<file path="src/rtl/core_pkg.sv">
// Shared core definitions: word width, boot address and the fetch record
// carried from the instruction SRAM to the execute stage.
package core_pkg;
  localparam int              XLEN     = 32;
  localparam logic [XLEN-1:0] RESET_PC = 32'h0000_0000;
  localparam logic [XLEN-1:0] NOP      = 32'h0000_0013;

  typedef struct packed {
    logic [31:0] pc;
    logic [31:0] ins;
  } fetch_t;
endpackage

</file>
<file path="src/rtl/ifu_fifo.sv">
// Small synchronous FIFO of fetch records. A flush empties it in one edge
// and overrides a push in the same cycle.
module ifu_fifo
  import core_pkg::*;
#(
  parameter  int DEPTH = 2,
  localparam int PW    = (DEPTH > 1) ? $clog2(DEPTH) : 1,
  localparam int CW    = $clog2(DEPTH + 1)
) (
  input  logic          clk,
  input  logic          rst,
  input  logic          push,
  input  logic          pop,
  input  logic          flush,
  input  fetch_t        data,
  output fetch_t        head,
  output logic [CW-1:0] count
);

  fetch_t          mem [DEPTH];
  logic   [PW-1:0] wr_ptr;
  logic   [PW-1:0] rd_ptr;

  function automatic logic [PW-1:0] bump(input logic [PW-1:0] p);
    return (p == PW'(DEPTH - 1)) ? '0 : p + 1'b1;
  endfunction

  always_ff @(posedge clk) begin
    if (rst || flush) begin
      wr_ptr <= '0;
      rd_ptr <= '0;
      count  <= '0;
    end else begin
      if (push) wr_ptr <= bump(wr_ptr);
      if (pop)  rd_ptr <= bump(rd_ptr);
      count <= count + CW'(push) - CW'(pop);
    end
  end

  // Storage carries no reset; an empty FIFO presents zeros instead.
  always_ff @(posedge clk) begin
    if (push && !flush) mem[wr_ptr] <= data;
  end

  always_ff @(posedge clk) begin
    if (!rst && push && !flush) assert (count < CW'(DEPTH));
  end

  assign head = (count != '0) ? mem[rd_ptr] : '0;

endmodule

</file>
<file path="src/rtl/ifu_prefetch.sv">
// Instruction-fetch front end: owns the PC, drives the one-cycle-latency
// instruction SRAM and buffers responses for the execute stage.
module ifu_prefetch
  import core_pkg::*;
#(
  parameter logic [31:0] RESET_PC = core_pkg::RESET_PC,
  parameter int          DEPTH    = 2
) (
  input  logic        clk,
  input  logic        rst,
  output logic [15:0] ins_a,
  output logic        ins_e,
  input  logic [31:0] ins,
  output logic        ifu_vld,
  output logic [31:0] ifu_pc,
  output logic [31:0] ifu_ins,
  input  logic        ifu_rdy,
  input  logic        branch,
  input  logic [31:0] branch_pc
);

  localparam int CW = $clog2(DEPTH + 1);

  logic [31:0]   pc;
  logic [31:0]   fl_pc;
  logic          fl_vld;
  logic [31:0]   iss_pc;
  logic          deq;
  logic [CW-1:0] count;
  logic [CW:0]   occ;
  fetch_t        resp;
  fetch_t        head;
  logic          unused_bpc;

  assign deq    = ifu_vld & ifu_rdy & ~branch;
  assign iss_pc = branch ? {branch_pc[31:2], 2'b00} : pc;
  assign ins_a  = iss_pc[15:0];

  // Slots that will be occupied after this edge, counting the response
  // still on its way back from the SRAM.
  assign occ   = {1'b0, count} - (CW + 1)'(deq) + (CW + 1)'(fl_vld);
  assign ins_e = ~rst & (branch | (occ < (CW + 1)'(DEPTH)));

  always_ff @(posedge clk) begin
    if (rst) begin
      pc     <= RESET_PC;
      fl_vld <= 1'b0;
    end else begin
      fl_vld <= ins_e;
      if (ins_e) pc <= iss_pc + 32'd4;
    end
  end

  always_ff @(posedge clk) begin
    if (ins_e) fl_pc <= iss_pc;
  end

  assign resp = '{pc: fl_pc, ins: ins};

  ifu_fifo #(.DEPTH(DEPTH)) u_fifo (
    .clk   (clk),
    .rst   (rst),
    .push  (fl_vld),
    .pop   (deq),
    .flush (branch),
    .data  (resp),
    .head  (head),
    .count (count)
  );

  assign ifu_vld    = (count != '0);
  assign ifu_pc     = head.pc;
  assign ifu_ins    = head.ins;
  assign unused_bpc = ^branch_pc[1:0];

endmodule

</file>
<file path="config.mk">
export PLATFORM = sky130hd
export DESIGN_NAME = ifu_prefetch
export DESIGN_NICKNAME = d
export VERILOG_FILES = /design/src/rtl/core_pkg.sv /design/src/rtl/ifu_fifo.sv /design/src/rtl/ifu_prefetch.sv
export SDC_FILE = /design/constraint.sdc
export NUM_CORES = 1
export LEC_CHECK = 0
export CAP_MARGIN = 5
export CORE_MARGIN = 1.5
export CORE_UTILIZATION = 40
export CTS_CLUSTER_DIAMETER = 30
export DETAILED_ROUTE_END_ITERATION = 12
export DONT_BUFFER_PORTS = 1
export GPL_ROUTABILITY_DRIVEN = 0
export HOLD_SLACK_MARGIN = 0.1
export PLACE_DENSITY = 0.53
export SYNTH_ARGS = -nofsm -noshare
export SYNTH_HDL_FRONTEND = slang
export SYNTH_SLANG_ARGS = --single-unit
</file>
<file path="constraint.sdc">
create_clock -name clk -period 18.9 [get_ports clk]
set_input_delay 0.945 -clock clk [delete_from_list [all_inputs] [get_ports clk]]
set_output_delay 0.945 -clock clk [all_outputs]
set_load 0.02 [all_outputs]
</file>
==> impl_results.html <==
<table>
<tr><th>Metric</th><th>Value</th></tr>
<tr><th colspan="2">Synth</th></tr>
<tr><td>Post-Syn Area</td><td>8640 sq um</td></tr>
<tr><td>Cells after Synth</td><td>~650</td></tr>
<tr><td>Ys flop type</td><td>edfxtp_1</td></tr>
<tr><td>Number of unique standard cell types used by synthesis</td><td>53</td></tr>
<tr><td>Most area-consuming cells after synthesis</td><td>edfxtp_1, dfxtp_1, mux2i_1, nor2_1, mux2_2</td></tr>
<tr><td>Register area share after synthesis</td><td>between 60 and 70%</td></tr>
<tr><td>Synth top area share</td><td>55.6%</td></tr>
<tr><td>EDFF count, synth</td><td>160</td></tr>
<tr><td>Cell taking the most area after synthesis</td><td>edfxtp_1</td></tr>
<tr><td>Post-synthesis register bit count</td><td>just under 200</td></tr>
<tr><td>Nets in the synthesized netlist</td><td>726</td></tr>
<tr><td>Proportion of synthesized flip-flops having asynchronous set or reset</td><td>0%</td></tr>
<tr><td>Number of warnings reported in the yosys synthesis log</td><td>0</td></tr>
<tr><td>Mean cell area of the mapped netlist</td><td>13.2 sq um</td></tr>
<tr><th colspan="2">CTS</th></tr>
<tr><td>Hold buffer count at CTS</td><td>0</td></tr>
<tr><td>Clock tree from TritonCTS</td><td>yes</td></tr>
<tr><td>Post-CTS setup buffer count</td><td>0</td></tr>
<tr><td>Count of H-tree levels built during CTS</td><td>4</td></tr>
<tr><td>Insertion delay of the later-clocked pin in the worst-skew pair</td><td>about 430 ps</td></tr>
<tr><td>Clock Root Buffer</td><td>clkbuf_16</td></tr>
<tr><td>Clock tree buffer depth</td><td>2</td></tr>
<tr><td>Sink Count</td><td>198</td></tr>
<tr><td>Clock input transition at the sequential cells of the worst setup and hold paths</td><td>70 ps</td></tr>
<tr><td>TritonCTS Buffers</td><td>17</td></tr>
<tr><td>Quantity of gates resized following cts</td><td>0</td></tr>
<tr><th colspan="2">Routing</th></tr>
<tr><td>Drt first pass iters</td><td>4</td></tr>
<tr><td>Count of nets left with antenna violations after detail routing</td><td>0</td></tr>
<tr><td>DR vias</td><td>4944</td></tr>
<tr><td>Final WL</td><td>18000 um</td></tr>
<tr><td>Detailed router's first-iteration violation count</td><td>270</td></tr>
<tr><td>Routed length per instance</td><td>19.7 um</td></tr>
<tr><td>Via density per instance</td><td>5.42</td></tr>
<tr><td>DRC Markers</td><td>0</td></tr>
<tr><th colspan="2">Flow run</th></tr>
<tr><td>Count of max-cap constraint violations</td><td>0</td></tr>
<tr><th colspan="2">Min path</th></tr>
<tr><td>Min-Delay Startpoint</td><td>fl_pc[15]$_DFFE_PP_</td></tr>
<tr><td>Type of the worst min-delay path</td><td>flip-flop to flip-flop</td></tr>
<tr><th colspan="2">GRT</th></tr>
<tr><td>Overflow left after global routing</td><td>0</td></tr>
<tr><td>Global-route wire length before repair</td><td>roughly 27000 um</td></tr>
<tr><td>Antenna violations before repair</td><td>0</td></tr>
<tr><td>Via count of the first global-routing pass</td><td>4901</td></tr>
<tr><td>All-layer global routing usage</td><td>16.0%</td></tr>
<tr><td>Maximum number of pins on one net before global-route repair</td><td>81</td></tr>
<tr><th colspan="2">Floorplanning</th></tr>
<tr><td>Core box area</td><td>21100 sq um</td></tr>
<tr><td>Starting utilization of the core area</td><td>41.0%</td></tr>
<tr><td>I/O pin cnt</td><td>150</td></tr>
<tr><td>Standard-cell row count</td><td>53</td></tr>
<tr><td>Overall die area</td><td>22500 sq um</td></tr>
<tr><td>Die width</td><td>150 um</td></tr>
<tr><td>Die height</td><td>150 um</td></tr>
<tr><th colspan="2">Placement</th></tr>
<tr><td>Count of buffers inserted at the top-level ports</td><td>0</td></tr>
<tr><td>Detailed placement HPWL</td><td>11400 um</td></tr>
<tr><th colspan="2">Final layout</th></tr>
<tr><td>Final-stage net count</td><td>just under 700</td></tr>
<tr><td>Area Overhead vs Synth</td><td>7.98%</td></tr>
<tr><td>Inserted Diodes</td><td>0</td></tr>
<tr><td>Ratio of cells with drive above 1 in the final layout</td><td>11.8%</td></tr>
<tr><th colspan="2">Timing</th></tr>
<tr><td>Max-slew violation count</td><td>0</td></tr>
<tr><td>Final critical delay including setup and external delays</td><td>6160 ps</td></tr>
<tr><td>Number of hold violations in the final report</td><td>0</td></tr>
<tr><td>Maximum clock frequency</td><td>162 MHz</td></tr>
<tr><td>Final-report setup violation count</td><td>0</td></tr>
<tr><td>Unrepaired setup endpoints after global routing</td><td>false</td></tr>
<tr><td>Slew @ Worst Pin</td><td>1290 ps</td></tr>
<tr><td>Final setup TNS</td><td>0 ps</td></tr>
<tr><td>Tcrit/Tclk final</td><td>32.6%</td></tr>
<tr><td>Worst Clk Skew</td><td>12.8 ps</td></tr>
<tr><td>Worst relative slew slack</td><td>13.7%</td></tr>
<tr><th colspan="2">Power</th></tr>
<tr><td>Worst IR Drop VDD</td><td>about 0.066 mV</td></tr>
<tr><td>Total power per unit cell area</td><td>104 nW/um^2</td></tr>
<tr><td>Overall power after layout</td><td>0.970 mW</td></tr>
<tr><td>P_leak</td><td>about 3 nW</td></tr>
<tr><th colspan="2">Worst setup path</th></tr>
<tr><td>Worst Setup SP</td><td>u_fifo.count[1]$_SDFF_PP0_</td></tr>
<tr><td>Kind of launch point of the worst setup path</td><td>flip-flop</td></tr>
<tr><td>CP required</td><td>~18000 ps</td></tr>
<tr><td>Data arrival time of the worst path</td><td>about 5200 ps</td></tr>
<tr><td>Element type at the critical path end</td><td>primary output</td></tr>
<tr><td>Source of the worst register-to-register timing path</td><td>u_fifo.count[1]$_SDFF_PP0_</td></tr>
<tr><td>Crit-path max FO</td><td>65</td></tr>
<tr><td>Worst Path Class, Setup</td><td>flip-flop to primary output</td></tr>
<tr><th colspan="2">Outcome</th></tr>
<tr><td>Outcome</td><td>complete, no violations</td></tr>
</table>
==> path summary, 6_finish.rpt <==
kind | endpoint | slack [ps] | cells after the start
setup / recovery | ins_e | 12740 | 15
hold / removal | u_fifo.mem[1][47]$_DFFE_PP_ | 450 | 0
setup reg to reg | pc[25]$_SDFFE_PP0P_ | 13730 | 17
hold reg to reg | u_fifo.mem[1][47]$_DFFE_PP_ | 450 | 0
==> registers in the layout (all words and copies together) (netlist names), named ones only <==
signal and flops:
fl_pc 32, fl_vld 1, pc 32, u_fifo.count 2
u_fifo.mem 128, u_fifo.rd_ptr 1, u_fifo.wr_ptr 1
==> worst max-delay path: stages (launching register included) <==
cell and delay [ps]:
dfxtp_1 370, nor2_4 110, buf_4 540, inv_1 280
nand2_1 210, nor2_1 60, ha_1 280, inv_1 60
ha_1 130, inv_1 50, fa_1 390, xnor2_1 310
a21o_1 610, nand2b_1 460, inv_2 440, buf_4 440
==> report_power, final <==
group | switching, mW | internal, mW
logic | 0.0629 | 0.0266
clock network | 0.173 | 0.189
registers | 0.0143 | 0.504
==> cell usage after synthesis, types with 2 or more instances <==
master    number
nand3_2        2
o31ai_1        3
nor2_1        76
o311ai_0       2
a211o_1        2
clkbuf_1      15
nor3_1        13
nand2_1       30
nand2b_1       4
buf_2          5
and3_1         2
nand3_1       32
a21o_1         3
o211ai_1       3
inv_1         11
nor3b_1        6
ha_1           3
nand3b_1      27
a22oi_2        3
edfxtp_1     160
dfxtp_1       38
a22oi_1        3
xnor2_1        6
nor2b_1        4
buf_4         20
a31oi_1        4
buf_1         11
nand4b_1       5
mux2_2        24
and4_1         3
o21ai_0       12
or3_1          7
nand4_1        8
a22oi_4        2
a21oi_1       10
xor2_1         8
or4_1          2
a211oi_1       3
mux2i_1       68
==> cell usage in the layout (no fill, tap or decap), types with 5 or more instances in the layout <==
| master | count |
|---|---|
| nand2_1 | 30 |
| inv_1 | 10 |
| nand3_1 | 32 |
| xor2_1 | 8 |
| nor2_1 | 75 |
| nand3b_1 | 27 |
| nor3_1 | 13 |
| o21ai_0 | 12 |
| nand4_1 | 8 |
| a21oi_1 | 10 |
| mux2_2 | 24 |
| nor3b_1 | 5 |
| dfxtp_1 | 37 |
| or3_1 | 7 |
| inv_8 | 5 |
| mux2i_1 | 68 |
| clkbuf_16 | 17 |
| xnor2_1 | 6 |
| nand4b_1 | 5 |
| edfxtp_1 | 160 |
==> cell type report <==
cell class / count / area [sq um]
fill: 1899 / 11800
timing repair buffer: 4 / 30.0
inverter: 11 / 41.3
sequential: 198 / 5570
clock inverter: 15 / 169
clock buffer: 17 / 425
tap: 275 / 344
multi-input combinational: 392 / 2750
==> layer usage <==
metal	GRT usage (%)	up-vias	routed length [um]
met5	0	-	0
met2	25.9	143	8660
met1	19.4	2425	7540
met3	5.61	27	1400
met4	6.76	0	365
li1	-	2349	-
==> stage by stage <==
stage / hold WS [ps] / util [%] / std cells / setup WS, ps / area, sq um
2_1_floorplan: 421 / - / 654 / 12040 / 8640
3_3_place_gp: 422 / 41.4 / 880 / 13160 / 8740
3_5_place_dp: 432 / 41.4 / 880 / 13100 / 8740
4_1_cts: 447 / 44.2 / 912 / 12610 / 9330
5_1_grt: 460 / 44.2 / 912 / 12230 / 9330
6_report: 450 / 44.2 / 912 / 12740 / 9330
==> logic make-up (layout without fill, tap and decap cells) <==
family / after synthesis / in the layout / synth area share [%]
compound gates: 58 / 58 / 5.10
xor+xnor: 14 / 14 / 1.42
fa+ha+maj: 4 / 4 / 0.666
buf+inv: 64 / 47 / 4.00
flops: 198 / 198 / 64.4
mux: 92 / 92 / 11.0
simple gates: 224 / 224 / 13.4
(Power assumes the default switching activity.)
